**config.mk**
```make
export PLATFORM = sky130hd
export DESIGN_NAME = hs_drr_scheduler
export DESIGN_NICKNAME = d
export VERILOG_FILES = /design/src/rtl/hs_arb_pkg.sv /design/src/rtl/hs_deficit_counter.sv /design/src/rtl/hs_drr_scheduler.sv
export SDC_FILE = /design/constraint.sdc
export NUM_CORES = 1
export LEC_CHECK = 0
export ABC_AREA = 1
export ABC_CLOCK_PERIOD_IN_PS = 12500
export CORE_ASPECT_RATIO = 0.9
export CORE_MARGIN = 2
export CORE_UTILIZATION = 50
export CTS_CLUSTER_SIZE = 28
export DETAILED_ROUTE_END_ITERATION = 16
export DONT_BUFFER_PORTS = 1
export PLACE_DENSITY = 0.76
export SETUP_SLACK_MARGIN = 0.1
export SLEW_MARGIN = 20
export SYNTH_ARGS = -nofsm -noshare
export SYNTH_HDL_FRONTEND = slang
export SYNTH_SLANG_ARGS = --single-unit
```
**constraint.sdc**
```tcl
create_clock -name clk -period 12.5 [get_ports clk]
set_input_delay 1.875 -clock clk [delete_from_list [all_inputs] [get_ports clk]]
set_output_delay 1.875 -clock clk [all_outputs]
set_load 0.01 [all_outputs]
```
**src/rtl/hs_arb_pkg.sv**
```systemverilog
// Shared state encodings and arithmetic helpers for the hs arbiter family.
package hs_arb_pkg;

  typedef enum logic [1:0] {
    S_CREDIT = 2'd0,
    S_CHECK  = 2'd1,
    S_XFER   = 2'd2
  } arb_state_e;

  localparam int SAT_WD = 32;

  // Signed add clamped to [-lim, +lim]; operands are far narrower than SAT_WD, so the raw sum cannot wrap.
  function automatic logic signed [SAT_WD-1:0] sat_add(
    input logic signed [SAT_WD-1:0] a,
    input logic signed [SAT_WD-1:0] b,
    input logic signed [SAT_WD-1:0] lim
  );
    logic signed [SAT_WD-1:0] sum;
    sum = a + b;
    if (sum > lim) begin
      return lim;
    end else if (sum < -lim) begin
      return -lim;
    end else begin
      return sum;
    end
  endfunction

endpackage

```
**src/rtl/hs_deficit_counter.sv**
```systemverilog
// Per-port signed deficit register: credited by a quantum, debited one per beat,
// and stripped of unused positive credit when its port is found empty.
module hs_deficit_counter #(
  parameter int QUANTUM_WD = 8,
  parameter int DEFICIT_WD = 12
) (
  input  logic                  clk,
  input  logic                  rst_n,
  input  logic                  add_quantum,
  input  logic                  dec_one,
  input  logic                  clr_pos,
  input  logic [QUANTUM_WD-1:0] quantum,
  output logic                  positive
);
  import hs_arb_pkg::*;

  localparam logic signed [SAT_WD-1:0] DEF_MAX = (32'sd1 <<< (DEFICIT_WD - 1)) - 32'sd1;

  logic signed [DEFICIT_WD-1:0] deficit_q, deficit_d;
  logic signed [SAT_WD-1:0]     delta_s;
  logic signed [SAT_WD-1:0]     sum_s;

  // Next deficit; the scheduler never raises more than one control at a time.
  always_comb begin
    delta_s = '0;
    if (add_quantum) begin
      delta_s = SAT_WD'(quantum);
    end else if (dec_one) begin
      delta_s = -32'sd1;
    end else begin
      delta_s = '0;
    end
    sum_s = sat_add(SAT_WD'(deficit_q), delta_s, DEF_MAX);
    if (clr_pos && positive) begin
      deficit_d = '0;
    end else begin
      deficit_d = sum_s[DEFICIT_WD-1:0];
    end
  end

  // Deficit state register.
  always_ff @(posedge clk or negedge rst_n) begin
    if (!rst_n) begin
      deficit_q <= '0;
    end else begin
      deficit_q <= deficit_d;
    end
  end

  assign positive = !deficit_q[DEFICIT_WD-1] && (deficit_q != '0);

endmodule

```
**src/rtl/hs_drr_scheduler.sv**
```systemverilog
// Deficit-round-robin packet scheduler merging REQ_NUM valid/ready/last streams
// into one, locking the output to a single port for the whole packet.
module hs_drr_scheduler #(
  parameter int REQ_NUM    = 4,
  parameter int QUANTUM_WD = 8,
  parameter int DEFICIT_WD = 12
) (
  input  logic                          clk,
  input  logic                          rst_n,
  input  logic [REQ_NUM*QUANTUM_WD-1:0] quantum,
  input  logic [REQ_NUM-1:0]            valid_in,
  input  logic [REQ_NUM-1:0]            data_in,
  input  logic [REQ_NUM-1:0]            last_in,
  output logic [REQ_NUM-1:0]            ready_in,
  output logic                          valid_out,
  output logic                          data_out,
  output logic                          last_out,
  input  logic                          ready_out,
  output logic [$clog2(REQ_NUM)-1:0]    grant_idx,
  output logic                          busy
);
  import hs_arb_pkg::*;

  localparam int               IDX_W    = $clog2(REQ_NUM);
  localparam logic [IDX_W-1:0] LAST_IDX = IDX_W'(REQ_NUM - 1);

  arb_state_e         state_q, state_d;
  logic [IDX_W-1:0]   ptr_q, ptr_d, ptr_inc_s;
  logic [REQ_NUM-1:0] sel_oh_s, add_s, dec_s, clr_s, pos_s;
  logic               sel_valid_s, sel_data_s, sel_last_s, sel_pos_s;

  for (genvar gi = 0; gi < REQ_NUM; gi++) begin : g_port
    hs_deficit_counter #(
      .QUANTUM_WD (QUANTUM_WD),
      .DEFICIT_WD (DEFICIT_WD)
    ) u_deficit (
      .clk         (clk),
      .rst_n       (rst_n),
      .add_quantum (add_s[gi]),
      .dec_one     (dec_s[gi]),
      .clr_pos     (clr_s[gi]),
      .quantum     (quantum[gi*QUANTUM_WD +: QUANTUM_WD]),
      .positive    (pos_s[gi])
    );
  end

  // All per-port selection goes through the one-hot of ptr, which also drives ready_in directly.
  assign sel_oh_s    = REQ_NUM'(1) << ptr_q;
  assign sel_valid_s = |(valid_in & sel_oh_s);
  assign sel_data_s  = |(data_in  & sel_oh_s);
  assign sel_last_s  = |(last_in  & sel_oh_s);
  assign sel_pos_s   = |(pos_s    & sel_oh_s);
  assign ptr_inc_s   = (ptr_q == LAST_IDX) ? '0 : ptr_q + IDX_W'(1);

  // Scan/lock next-state logic and the merged output stream.
  always_comb begin
    state_d   = state_q;
    ptr_d     = ptr_q;
    add_s     = '0;
    dec_s     = '0;
    clr_s     = '0;
    valid_out = 1'b0;
    data_out  = 1'b0;
    last_out  = 1'b0;
    ready_in  = '0;
    case (state_q)
      S_CREDIT: begin
        if (sel_valid_s) begin
          add_s   = sel_oh_s;
          state_d = S_CHECK;
        end else begin
          clr_s = sel_oh_s;
          ptr_d = ptr_inc_s;
        end
      end
      S_CHECK: begin
        if (sel_valid_s && sel_pos_s) begin
          state_d = S_XFER;
        end else begin
          ptr_d   = ptr_inc_s;
          state_d = S_CREDIT;
        end
      end
      S_XFER: begin
        valid_out = sel_valid_s;
        data_out  = sel_data_s;
        last_out  = sel_last_s;
        ready_in  = sel_oh_s & {REQ_NUM{ready_out}};
        dec_s     = sel_oh_s & {REQ_NUM{sel_valid_s & ready_out}};
        if (sel_valid_s && ready_out && sel_last_s) begin
          state_d = S_CHECK;
        end else begin
          state_d = S_XFER;
        end
      end
      default: begin
        state_d = S_CREDIT;
        ptr_d   = '0;
      end
    endcase
  end

  // State and scan-pointer registers.
  always_ff @(posedge clk or negedge rst_n) begin
    if (!rst_n) begin
      state_q <= S_CREDIT;
      ptr_q   <= '0;
    end else begin
      state_q <= state_d;
      ptr_q   <= ptr_d;
    end
  end

  assign busy      = (state_q == S_XFER);
  assign grant_idx = ptr_q;

endmodule

```
== Word level (Yosys, flattened, before mapping) ==
Cells that the tools add are included.

* $add $sub $neg: 5
* Multiply operators: 0
* Div/mod/pow operators: 0
* Magnitude comparators: 8
* Eq/ne operators: 6
* Shift operators: 1
* Muxes and demuxes: 37
* Bitwise logic cells: 8
* Reductions and logical operators: 25

{| class="wikitable"
|+ Operator list
! kind !! count
|-
| 32-bit 2-to-1 mux || 8
|-
| 12-bit 2-to-1 mux || 12
|-
| 12-bit by 32-bit adder with 32-bit output || 4
|-
| 32-bit by 12-bit greater-than comparator with 1-bit output (second input constant) || 4
|-
| 32-bit by 12-bit < comparator with 1-bit output (second input constant) || 4
|-
| 12-bit nonzero test || 4
|-
| 4-bit AND || 6
|-
| 4-bit 2-to-1 mux || 6
|-
| 4-bit OR reduction || 4
|-
| 2-bit 2-to-1 mux || 6
|-
| 2-bit one-hot mux with 3 select lines || 2
|-
| 1-bit logical AND || 11
|-
| 2-bit != test (second input constant) || 3
|-
| 2-bit == test (second input constant) || 2
|-
| 1-bit zero test || 4
|-
| 1-bit by 2-bit << shifter with 4-bit output (first input constant) || 1
|-
| 1-bit 2-to-1 mux || 3
|-
| 3-bit AND reduction || 1
|-
| 2-bit by 1-bit adder with 2-bit output (second input constant) || 1
|-
| 2-bit by 1-bit == test with 1-bit output (second input constant) || 1
|-
| 2-bit zero test || 1
|-
| 1-bit AND || 1
|-
| 1-bit inverter || 1
|}

* Bits in registers: 52
* Bits in latches: 0
* Bits in writable memories: 0
* Memory bits (read-only): 0
* Input port bits: 47
* Output and inout port bits: 10
* Logic and storage cells: 96
* Memories kept: 0

== Longest topological paths before layout ==
* Depth in word-level cells: 13
* Mapped depth: 32

== Cells and area by module ==
A second synthesis with hierarchy kept.

* Cells, all modules: 1190
* Area, all modules: 7080.5 um^2

{| class="wikitable"
|+ Modules (own cells, without submodules)
! module !! times used !! cells each !! area each (um^2) !! seq. area each (um^2)
|-
| hs_deficit_counter (g_port[0].u_deficit ...) || 2 || 262 || 1541.5 || 300.3
|-
| hs_deficit_counter (g_port[3].u_deficit) || 1 || 301 || 1727.9 || 300.3
|-
| hs_deficit_counter (g_port[2].u_deficit) || 1 || 282 || 1680.4 || 300.3
|-
| hs_drr_scheduler || 1 || 83 || 589.3 || 100.1
|}

== Worst setup path before layout ==
Ideal clock, no wire load.

* Kind: input to register
* Start: input valid_in[1]
* End: register g_port[1].u_deficit.deficit_q[6]
* Library setup time: 73 ps
* Data arrival time: 5489 ps
* Setup slack: 6938 ps
* Stages: 29
* Cells stage by stage: a22o_1 > nor2_2 > inv_1 > nand2_2 > inv_1 > nor2_1 > inv_2 > o21ai_0 > inv_1 > ha_1 > inv_1 > fa_1 > inv_1 > nand3_1 > nand2_2 > nand2_1 > nand2_2 > nand2_1 > nand2_2 > a21oi_1 > fa_1 > nor4b_1 > nand3_1 > nor2_1 > nand3_1 > nand2_2 > buf_6 > nand2_2 > a21oi_2

* Cells in the longest elaborated chain, start to end: 12
* Elaborated cells on any way between the ends: 18

{| class="wikitable"
|+ RTL lines
! item !! RTL line !! text
|-
| from (decl) || hs_drr_scheduler.sv:11 || <nowiki>input logic [REQ_NUM-1:0] valid_in,</nowiki>
|-
| 4-bit AND * || hs_drr_scheduler.sv:49 || <nowiki>assign sel_valid_s = |(valid_in & sel_oh_s);</nowiki>
|-
| 4-bit OR reduction * || hs_drr_scheduler.sv:49 ||
|-
| 1-bit AND || hs_drr_scheduler.sv:89 || <nowiki>dec_s = sel_oh_s & {REQ_NUM{sel_valid_s & ready_out}};</nowiki>
|-
| 4-bit AND || hs_drr_scheduler.sv:89 ||
|-
| 4-bit 2-to-1 mux || hs_drr_scheduler.sv:66 || <nowiki>case (state_q)</nowiki>
|-
| 32-bit 2-to-1 mux || hs_deficit_counter.sv:28 || <nowiki>end else if (dec_one) begin</nowiki>
|-
| 32-bit 2-to-1 mux || hs_deficit_counter.sv:26 || <nowiki>if (add_quantum) begin</nowiki>
|-
| 12-bit by 32-bit adder with 32-bit output || hs_arb_pkg.sv:19 || <nowiki>sum = a + b;</nowiki>
|-
| 32-bit by 12-bit < comparator with 1-bit output || hs_arb_pkg.sv:22 || <nowiki>end else if (sum < -lim) begin</nowiki>
|-
| 12-bit 2-to-1 mux || hs_arb_pkg.sv:22 ||
|-
| 12-bit 2-to-1 mux || hs_arb_pkg.sv:20 || <nowiki>if (sum > lim) begin</nowiki>
|-
| 12-bit 2-to-1 mux * || hs_deficit_counter.sv:34 || <nowiki>if (clr_pos && positive) begin</nowiki>
|-
| via g_port[1].u_deficit.deficit_d[6] || hs_deficit_counter.sv:19 || <nowiki>logic signed [DEFICIT_WD-1:0] deficit_q, deficit_d;</nowiki>
|-
| to (signal assigned) || hs_deficit_counter.sv:46 || <nowiki>deficit_q <= deficit_d;</nowiki>
|-
| to (decl) || hs_deficit_counter.sv:19 ||
|}

The timed path passes the listed nets; every way through them passes the cells marked *.
A chain may end at the register's enable or synchronous reset.

== Worst setup path in the final report ==
* Start: input valid_in[1]
* End: register g_port[0].u_deficit.deficit_q[0]

* Cells in the longest elaborated chain, start to end: 12
* Elaborated cells on any way between the ends: 18

{| class="wikitable"
|+ RTL lines
! item !! RTL line
|-
| 4-bit AND * || hs_drr_scheduler.sv:49
|-
| 4-bit OR reduction * || hs_drr_scheduler.sv:49
|-
| 1-bit AND || hs_drr_scheduler.sv:89
|-
| 4-bit AND || hs_drr_scheduler.sv:89
|-
| 4-bit 2-to-1 mux || hs_drr_scheduler.sv:66
|-
| 32-bit 2-to-1 mux || hs_deficit_counter.sv:28
|-
| 32-bit 2-to-1 mux || hs_deficit_counter.sv:26
|-
| 12-bit by 32-bit adder with 32-bit output || hs_arb_pkg.sv:19
|-
| 32-bit by 12-bit < comparator with 1-bit output || hs_arb_pkg.sv:22
|-
| 12-bit 2-to-1 mux || hs_arb_pkg.sv:22
|-
| 12-bit 2-to-1 mux || hs_arb_pkg.sv:20
|-
| 12-bit 2-to-1 mux * || hs_deficit_counter.sv:34
|-
| via g_port[0].u_deficit.deficit_d[0] || hs_deficit_counter.sv:19
|-
| to (signal assigned) || hs_deficit_counter.sv:46
|-
| to (decl) || hs_deficit_counter.sv:19
|}

Marks and branches as above.

==> key figures <==
Critical path
  • Reg2Reg Depth: 26
  • Worst path max stage delay: between 0.6 and 0.7 ns
  • Setup crit end kind: flip-flop
  • Critical path startpoint category: input port
  • Worst R2R Setup Slack: around 6.7 ns
  • R2R Path End: g_port[0].u_deficit.deficit_q[0]$_DFF_PN0_
  • Critical-path maximum fanout: 11
  • Slowest CP cell: fa_1
  • Crit path kind: input port to flip-flop
  • FF-to-FF Start: grant_idx[1]$_DFFE_PN0P_
  • CP required: around 13 ns
  • Worst EP arrival: 6.53 ns
  • Most used cell, CP: inv_1

Detailed routing
  • DR DRC count: 0
  • Number of detailed-route iterations in the first pass: 5
  • Routed WL per cell: between 10 and 15 µm
  • Iter 0 DRT Violations: 420
  • Routed Antenna Nets: 0
  • Via count: 6190
  • Final WL: roughly 16000 µm
  • Drt via density: 5.32

Place
  • DPL Wire Length: approximately 13000 µm
  • PortBufs: 0
  • RePlAce Congestion: ~0.90
  • Worst slack at placement: roughly 5.9 ns

Pwr
  • Max VDD drop: roughly 160 µV
  • LEAKAGE: between 0.003 and 0.004 µW
  • PwrDens: 297 nW/µm²

Global routing
  • Global Route Usage Sum: 23.2%
  • Grt total ovfl: 0
  • Antenna violations before repair: 0
  • Pin count of the biggest net entering global routing: between 50 and 60
  • Global-route wire length before repair: around 27000 µm
  • Number of global-route vias before repair: approximately 6k

Synthesis
  • Share of the synthesized area in the top cell type: a little under 20%
  • Post-synthesis cell count: around 1k
  • Synth top area cells: dfrtp_1 (20%), nand2_1 (16%), ha_1 (9.8%)
  • Mapped Avg Cell Area: between 6 and 7 µm²
  • Post-Syn Nets: 1131
  • Synth Register Bits: 52
  • Seq/Total Area, Yosys: 19.6%
  • Synth warnings: 0
  • Syn Std Cell Area: between 6000 and 7000 µm²
  • Post-synth cell types: 46
  • Leading area contributor after synthesis: dfrtp_1

Finish
  • Share of cells above drive strength 1: between 10% and 20%
  • Area of the multi-input gates: between 4000 and 5000 µm²
  • # nets final: approximately 1.1k
  • Register area: between 1000 and 1500 µm²
  • Final antenna diode count: 0
  • Fill cells: between 1k and 1.5k
  • Synthesis-to-finish area growth: 4.21%

Clocking
  • Resized Gates After CTS: 0
  • Clock tree from TritonCTS: yes
  • Deepest clock path buffer count: 2
  • Clock insertion delay at the later pin of the skew report: roughly 0.30 ns
  • Clk slew on worst S/H paths: roughly 0.07 ns
  • Htree depth: 2
  • CTS Buf Count: 5
  • Cts hold-fix bufs: 0
  • Total setup buffers inserted after CTS: 0
  • Clk root buf: clkbuf_16
  • Clock sink count: 52

STA
  • Clk_skew: 0.00834 ns
  • Endpoints failing setup: 0
  • Post-layout min period: between 6 and 7 ns
  • Setup TNS: 0 ns
  • Hold_ws: approximately 0.63 ns
  • Final period util: about 51%
  • Max_slew headroom: a little under half
  • Fin. Hold Viols: 0
  • Slew @ Worst Pin: about 0.80 ns
  • Unrepaired setup endpoints after global routing: false
  • Pins Over Slew Limit: 0
  • Highest clock rate: roughly 160 MHz
  • Final worst slack: just over 6 ns

Floorplanning
  • Die ar.: 14200 µm²
  • IO Pins: 57
  • Die W: between 100 and 150 µm
  • Initial Util: between 50% and 60%
  • Cell row count: 39
  • Core ar.: between 10000 and 15000 µm²
  • Die height: around 110 µm

Worst hold path
  • Hold Path Sink: grant_idx[0]$_DFFE_PN0P_
  • Worst Hold Class: flip-flop to flip-flop
  • WHS Path Cells: 3
  • Hold Path Origin: state_q[1]$_DFFE_PN0P_

Status
  • Outcome: finished, final reports clean

Job
  • Max-cap violations: 0
-- flip-flops by register name, indices dropped and copies added, names as in the netlist --
signal and flops:
grant_idx 2, state_q 2, g_port.u_deficit.deficit_q 48
-- area by class of cell --
class	count	share of cell area, %
Clock buffer	6	2.01
Clock inverter	2	0.199
Inverter	176	9.56
Multi-Input combinational cell	763	66.3
Sequential cell	52	18.8
Tap cell	164	2.97
Timing Repair Buffer	1	0.109
-- worst max-delay path: cells and delay by family --
kind / cells / cell delay (ns)
and+or+nand+nor: 13 / 2.24
adders and majority gates: 2 / 0.96
buffers and inverters: 6 / 0.77
AOI/OAI and AO/OA: 4 / 0.69
-- placed cells by master (no fill, tap or decap), types with 28 or more instances in the layout --
cell and count:
nand2_1 274, inv_1 169, nor2_1 111, nand3_1 55, ha_1 52, dfrtp_1 52
a21oi_1 48, nand2_2 43, a21oi_2 35, fa_1 28
-- cells by family (layout without fill, tap and decap cells) --
| group | count (synthesis) | count (layout) | synth area share (%) |
|---|---|---|---|
| DFF | 52 | 52 | 19.6 |
| xor gates and xnor gates | 12 | 12 | 1.58 |
| adders and majority gates | 80 | 80 | 18.3 |
| AOI/OAI and AO/OA | 126 | 126 | 12.7 |
| and+or+nand+nor | 545 | 545 | 36.5 |
| buffers and inverters | 189 | 185 | 11.3 |
-- power breakdown --
part	internal, µW	switching, µW	total [µW]
Combinational	552	1050	1600
Clock	80.2	64.6	145
Sequential	244	64.0	308
Total	877	1180	2060
-- metrics by stage --
stage	power (µW)	cells	util, %	area, µm²
after global routing	2290	1164	53.9	6910
after floorplan	1640	1004	-	6630
after detailed placement	1890	1156	52.6	6750
after global placement	1860	1156	52.6	6750
after CTS	2050	1164	53.8	6910
final	2060	1164	53.9	6910
-- worst max path at each step --
stage / startpoint / endpoint / slack [ns] / depth (start not counted)
after floorplan: valid_in[1] / g_port[1].u_deficit.deficit_q[6]$_DFF_PN0_ / 6.94 / 29
after global placement: valid_in[1] / g_port[0].u_deficit.deficit_q[0]$_DFF_PN0_ / 6.01 / 25
after CTS: valid_in[1] / g_port[0].u_deficit.deficit_q[0]$_DFF_PN0_ / 6.20 / 25
final: valid_in[1] / g_port[0].u_deficit.deficit_q[0]$_DFF_PN0_ / 6.17 / 25
after detailed placement: valid_in[1] / g_port[0].u_deficit.deficit_q[0]$_DFF_PN0_ / 5.89 / 25
after global routing: valid_in[1] / g_port[0].u_deficit.deficit_q[0]$_DFF_PN0_ / 5.68 / 25
-- cell usage after synthesis (all sizes together) --
| cell | number |
|---|---|
| a31oi | 4 |
| a22o | 3 |
| o21bai | 5 |
| ha | 52 |
| clkbuf | 3 |
| nand2 | 321 |
| nand4 | 17 |
| a211oi | 1 |
| o21ai | 20 |
| nor3b | 2 |
| a21o | 2 |
| fa | 28 |
| nor4b | 1 |
| a41oi | 1 |
| nor4 | 9 |
| a221oi | 1 |
| nand3b | 15 |
| nand3 | 57 |
| nor2 | 117 |
| o211ai | 1 |
| buf | 10 |
| a21boi | 2 |
| and2 | 2 |
| o311ai | 1 |
| dfrtp | 52 |
| clkinv | 1 |
| o211a | 1 |
| nor3 | 4 |
| a21oi | 84 |
| xor2 | 8 |
| inv | 175 |
| xnor2 | 4 |
-- layer usage --
layer	global-route usage [%]	part of all wire [%]
met2	38.7	46
met1	32.0	47
met3	4.96	6.4
met4	3.11	0.88
met5	0	0
Power figures use the tool's default switching activity.
